<file path="src/rtl/adc_capture_ctrl.sv">
// Double-banked ADC capture controller: optional level trigger, ping-pong bank
// fill with host handshakes, and drop accounting while both banks are busy.
module adc_capture_ctrl #(
  parameter int ADDR_W    = 13,
  parameter int DATA_W    = 16,
  parameter int RUN_BANKS = 0
) (
  input  logic              ADC_I_clk,
  input  logic              I_rst_n,
  input  logic              I_arm,
  input  logic              I_abort,
  input  logic              I_trigEnable,
  input  logic [DATA_W-1:0] I_trigLevel,
  input  logic              ADC_I_dataValid,
  input  logic [DATA_W-1:0] ADC_I_data,
  input  logic [1:0]        I_bankAck,
  output logic              O_wrEn,
  output logic              O_wrBank,
  output logic [ADDR_W-1:0] O_wrAddr,
  output logic [DATA_W-1:0] O_wrData,
  output logic [1:0]        O_bankFull,
  output logic              O_irq,
  output logic              O_overrun,
  output logic [15:0]       O_dropCount,
  output logic [1:0]        O_state
);

  localparam logic [1:0] S_IDLE  = 2'd0;
  localparam logic [1:0] S_WAIT  = 2'd1;
  localparam logic [1:0] S_CAP   = 2'd2;
  localparam logic [1:0] S_STALL = 2'd3;

  localparam logic [ADDR_W-1:0] ADDR_MAX = '1;
  localparam logic [15:0]       RUN_N    = 16'(RUN_BANKS);

  logic [ADDR_W-1:0] addr_q;
  logic              bank_q;
  logic [15:0]       bank_cnt;

  logic        trig, do_wr, done;
  logic [1:0]  set_vec, full_nxt;
  logic [15:0] cnt_inc;

  // Abort suppresses the write, which also suppresses bank completion.
  always_comb begin
    trig     = $signed(ADC_I_data) >= $signed(I_trigLevel);
    do_wr    = !I_abort && ADC_I_dataValid &&
               (O_state == S_CAP || (O_state == S_WAIT && trig));
    done     = do_wr && (addr_q == ADDR_MAX);
    set_vec  = 2'b00;
    if (done) set_vec[bank_q] = 1'b1;
    full_nxt = (O_bankFull & ~I_bankAck) | set_vec;
    cnt_inc  = bank_cnt + 16'd1;
  end

  always_ff @(posedge ADC_I_clk or negedge I_rst_n) begin
    if (!I_rst_n) begin
      O_state     <= S_IDLE;
      O_wrEn      <= 1'b0;
      O_wrBank    <= 1'b0;
      O_wrAddr    <= '0;
      O_wrData    <= '0;
      O_bankFull  <= 2'b00;
      O_irq       <= 1'b0;
      O_overrun   <= 1'b0;
      O_dropCount <= 16'd0;
      addr_q      <= '0;
      bank_q      <= 1'b0;
      bank_cnt    <= 16'd0;
    end else begin
      O_wrEn     <= do_wr;
      O_irq      <= done;
      O_bankFull <= full_nxt;
      if (do_wr) begin
        O_wrAddr <= addr_q;
        O_wrBank <= bank_q;
        O_wrData <= ADC_I_data;
      end
      if (I_abort) begin
        O_state <= S_IDLE;
        addr_q  <= '0;
      end else begin
        case (O_state)
          S_IDLE: if (I_arm) begin
            O_overrun   <= 1'b0;
            O_dropCount <= 16'd0;
            bank_cnt    <= 16'd0;
            addr_q      <= '0;
            bank_q      <= O_bankFull[0] && !O_bankFull[1];
            O_state     <= (&O_bankFull) ? S_STALL : (I_trigEnable ? S_WAIT : S_CAP);
          end
          S_WAIT, S_CAP: if (do_wr) begin
            O_state <= S_CAP;
            if (done) begin
              addr_q   <= '0;
              bank_q   <= ~bank_q;
              bank_cnt <= cnt_inc;
              if (RUN_N != 16'd0 && cnt_inc == RUN_N) O_state <= S_IDLE;
              else if (full_nxt[~bank_q])             O_state <= S_STALL;
            end else begin
              addr_q <= addr_q + 1'b1;
            end
          end
          default: begin
            // Resume only on the registered flag, so the clearing-cycle sample drops.
            if (ADC_I_dataValid) begin
              O_overrun <= 1'b1;
              if (O_dropCount != 16'hFFFF) O_dropCount <= O_dropCount + 16'd1;
            end
            if (!O_bankFull[bank_q]) begin
              O_state <= S_CAP;
              addr_q  <= '0;
            end
          end
        endcase
      end
    end
  end

endmodule

</file>
<file path="config.mk">
export PLATFORM = sky130hd
export DESIGN_NAME = adc_capture_ctrl
export DESIGN_NICKNAME = d
export VERILOG_FILES = /design/src/rtl/adc_capture_ctrl.sv
export SDC_FILE = /design/constraint.sdc
export NUM_CORES = 1
export LEC_CHECK = 0
export ABC_AREA = 1
export CAP_MARGIN = 20
export CORE_UTILIZATION = 35
export DETAILED_ROUTE_END_ITERATION = 8
export RECOVER_POWER = 25
export SYNTH_ARGS = -nofsm -noshare
export SYNTH_HDL_FRONTEND = slang
export SYNTH_SLANG_ARGS = --single-unit
</file>
<file path="constraint.sdc">
create_clock -name ADC_I_clk -period 2 [get_ports ADC_I_clk]
set_input_delay 0.3 -clock ADC_I_clk [delete_from_list [all_inputs] [get_ports ADC_I_clk]]
set_output_delay 0.3 -clock ADC_I_clk [all_outputs]
set_load 0.01 [all_outputs]
</file>
==> summary.txt <==
Routed WL = 10.3 mm
Vias/cell = 4.73
Worst Skew = 0.0120 ns
DP HPWL = 7.17 mm
Switching share of total power = 34.2%
I/O Buffers = 92
Worst-Margin Slew = 0.942 ns
Total global-route track usage = 18.6%
Routed wire length per instance = 13.5 µm
Total power = 0.00579 W
Critical path origin = I_trigLevel[5]
Worst setup path end = addr_q[1]
Reg2Reg Launch Point = addr_q[1]
Status = finished, final reports clean
Hold WC Path Type = input port to register
Tmin final = 1.91 ns
Die area = 11300 µm²
Reg2Reg Depth = 11
Syn nets = 537
Area grow syn2layout = 54.4%
Remaining Overflow, GRT = 0
H-tree Lvls = 3
Synthesized flop and latch total = 67
Sequential share of the synthesized area = 43.9%
Synth Area per Inst = 8.04 µm²
Critical path required time = 2.28 ns
Most common cell after layout, fill and taps aside = nand2_1
Clock transition at path regs = 0.08 ns
Setup TNS = 0 ns
Synthesized cell area = 3820 µm²
# Max-Cap Violations = 0
Vias in the first global route = 3489
Unrepaired setup endpoints after global routing = yes
Sink Count = 67
Slack of the worst reg-to-reg path = 0.10 ns
Crit end category = register
TritonCTS clock tree = built
# nets final = 685
Placed Cells = 730
Yosys cell types = 37
Crit path max fanout = 5
Critical Path AT = 2.19 ns
Synth warnings = 0
Post-route ant nets = 0
Cts bufs inserted = 9
Die width = 106 µm
Worst VDD drop = 0.404 mV
Synth Instances = 475
Non-filler cells, final = 764
Vias = 3610
Drt drc = 0
CTS Root Cell = clkbuf_8
Relative slew margins = 37.2%
Initial antenna violation count = 0
Clk pwr share = 26.1%
Fmax = 524 MHz
Slew Viols, Final = 0
Chip Height = 106 µm
Ports = 93
Final hold violations = 0
Share of layout cells above drive strength 1 = 26.1%
Global placement routability congestion = 0.842
Critical path class = input port to register
Clock tree buffer depth = 2
Skew-Pair Late Insertion Delay = 0.34 ns
Row cnt = 37
Int Pwr = 0.00381 W
DR pass1 iterations = 5
Period utilization = 95.4%
Starting DRT DRC Count = 152
ANT cells = 0
Startpoint type of the worst setup path = input port
Leakage = 2.84 nW
Commonest cells after routing, fill and taps aside = 135 x nand2_1, 67 x dfrtp_1, 59 x clkdlybuf4s50_1
Comb power frac = 42.3%
Hold WS = 0.218 ns
Sw Pwr = 0.00198 W
Core area = 10500 µm²
Endpoints failing setup = 0
First-pass GRT wire length = 16.7 mm
R2R Path End = addr_q[9]
Pin count of the biggest net entering global routing = 68
Initial Utilization = 36.5%
Seq pwr share = 31.6%
Pwr/cell area = 982 nW/µm²
power by group through the flow:
stage	Combinational, W	Sequential [W]	Clock [W]
floorplan	0.000874	0.00197	0
CTS	0.00225	0.00183	0.00154
detailed placement	0.00207	0.00186	0
global route	0.00268	0.00186	0.00161
finish	0.00245	0.00183	0.00151
global placement	0.00204	0.00184	0
layer usage:
layer | routed length (µm) | up-vias | global-route usage, %
met1 | 4740 | 1710 | 24.7
met4 | 102 | 0 | 5.58
li1 | - | 1810 | -
met3 | 457 | 9 | 3.00
met2 | 5050 | 81 | 31.1
met5 | 0 | - | 0
synthesized netlist by cell type, drive strengths merged:
cell    number  area (µm²)
dfrtp       67        1680
nor3        10        76.3
o211a        1        10.0
o22ai        1        6.26
inv         68         255
nor2        40         175
xnor2        3        26.3
and2         1        6.26
buf          4        28.8
o31ai        5        51.3
o21ai       31         155
nor4         3        18.8
a211oi       1        7.51
xor2        13         114
nand3       22         125
nand4        9        62.6
nand2      151         609
ha          22         275
clkbuf       5        18.8
nor3b        4        40.0
a21oi       12        67.6
o21bai       2        15.0
cell families (layout without fill, tap and decap cells):
| family | count (synthesis) | in the layout | synth area share [%] |
|---|---|---|---|
| simple gates | 240 | 241 | 29.1 |
| buf+inv | 77 | 229 | 7.92 |
| flops | 67 | 67 | 43.9 |
| compound gates | 53 | 53 | 8.19 |
| fa+ha+maj | 22 | 22 | 7.20 |
| xor+xnor | 16 | 16 | 3.67 |
state kept, by name, summed over array words and instances (netlist names):
register / count
O_wrBank: 1
O_bankFull: 2
O_wrData: 16
O_state: 2
O_overrun: 1
addr_q: 13
O_wrEn: 1
bank_q: 1
O_dropCount: 16
O_irq: 1
O_wrAddr: 13
critical path: stages:
cell	delay, ns
dlygate4sd2_1	0.24
inv_2	0.07
ha_4	0.21
nand2_1	0.08
nand2_1	0.08
a21oi_2	0.12
nand3_1	0.08
nand2_1	0.09
nand2_1	0.06
nand2_1	0.07
nand3_2	0.07
nand2_2	0.08
nand2_4	0.06
buf_6	0.12
nand3_4	0.13
nand2_4	0.09
nor2_4	0.14
nand2_1	0.06
nand2_1	0.06
cell type report:
type	count	area, µm²
Clock buffer	10	128
Sequential cell	67	1680
Multi-Input combinational cell	332	2230
Tap cell	136	170
Inverter	68	265
Clock inverter	6	136
Fill cell	986	4560
Timing Repair Buffer	145	1290
stage by stage:
step           setup WS [ns]  util (%)  instance area [µm²]
2_1_floorplan         0.0200         -                 3820
3_3_place_gp          -0.581      49.2                 5140
3_5_place_dp          -0.629      49.2                 5140
4_1_cts              0.00359      53.9                 5640
5_1_grt              -0.0384      56.4                 5900
6_report              0.0911      56.4                 5900
timing repair:
item / CTS / global route
hold buffers: 1 / 0
cloned: 1 / 0
resized for setup: 79 / 50
setup endpoints to repair: 50 / 64
setup buffers: 2 / 15
hold endpoints to repair: 47 / 0
pin swaps: 44 / 35
how the worst min path moves through the flow:
stage                     slack [ns]       endpoint            from  cells past startpoint
after floorplan                0.004  O_bankFull[0]         I_rst_n                      0
after global placement          0.35    O_wrData[7]         I_rst_n                      2
after detailed placement        0.35    O_wrData[6]         I_rst_n                      2
after CTS                       0.30    O_wrData[6]   ADC_I_data[6]                      3
after global routing            0.25   O_wrData[13]  ADC_I_data[13]                      3
final                           0.22   O_wrData[13]  ADC_I_data[13]                      3
Note: power is estimated with default switching activity, not from simulation.
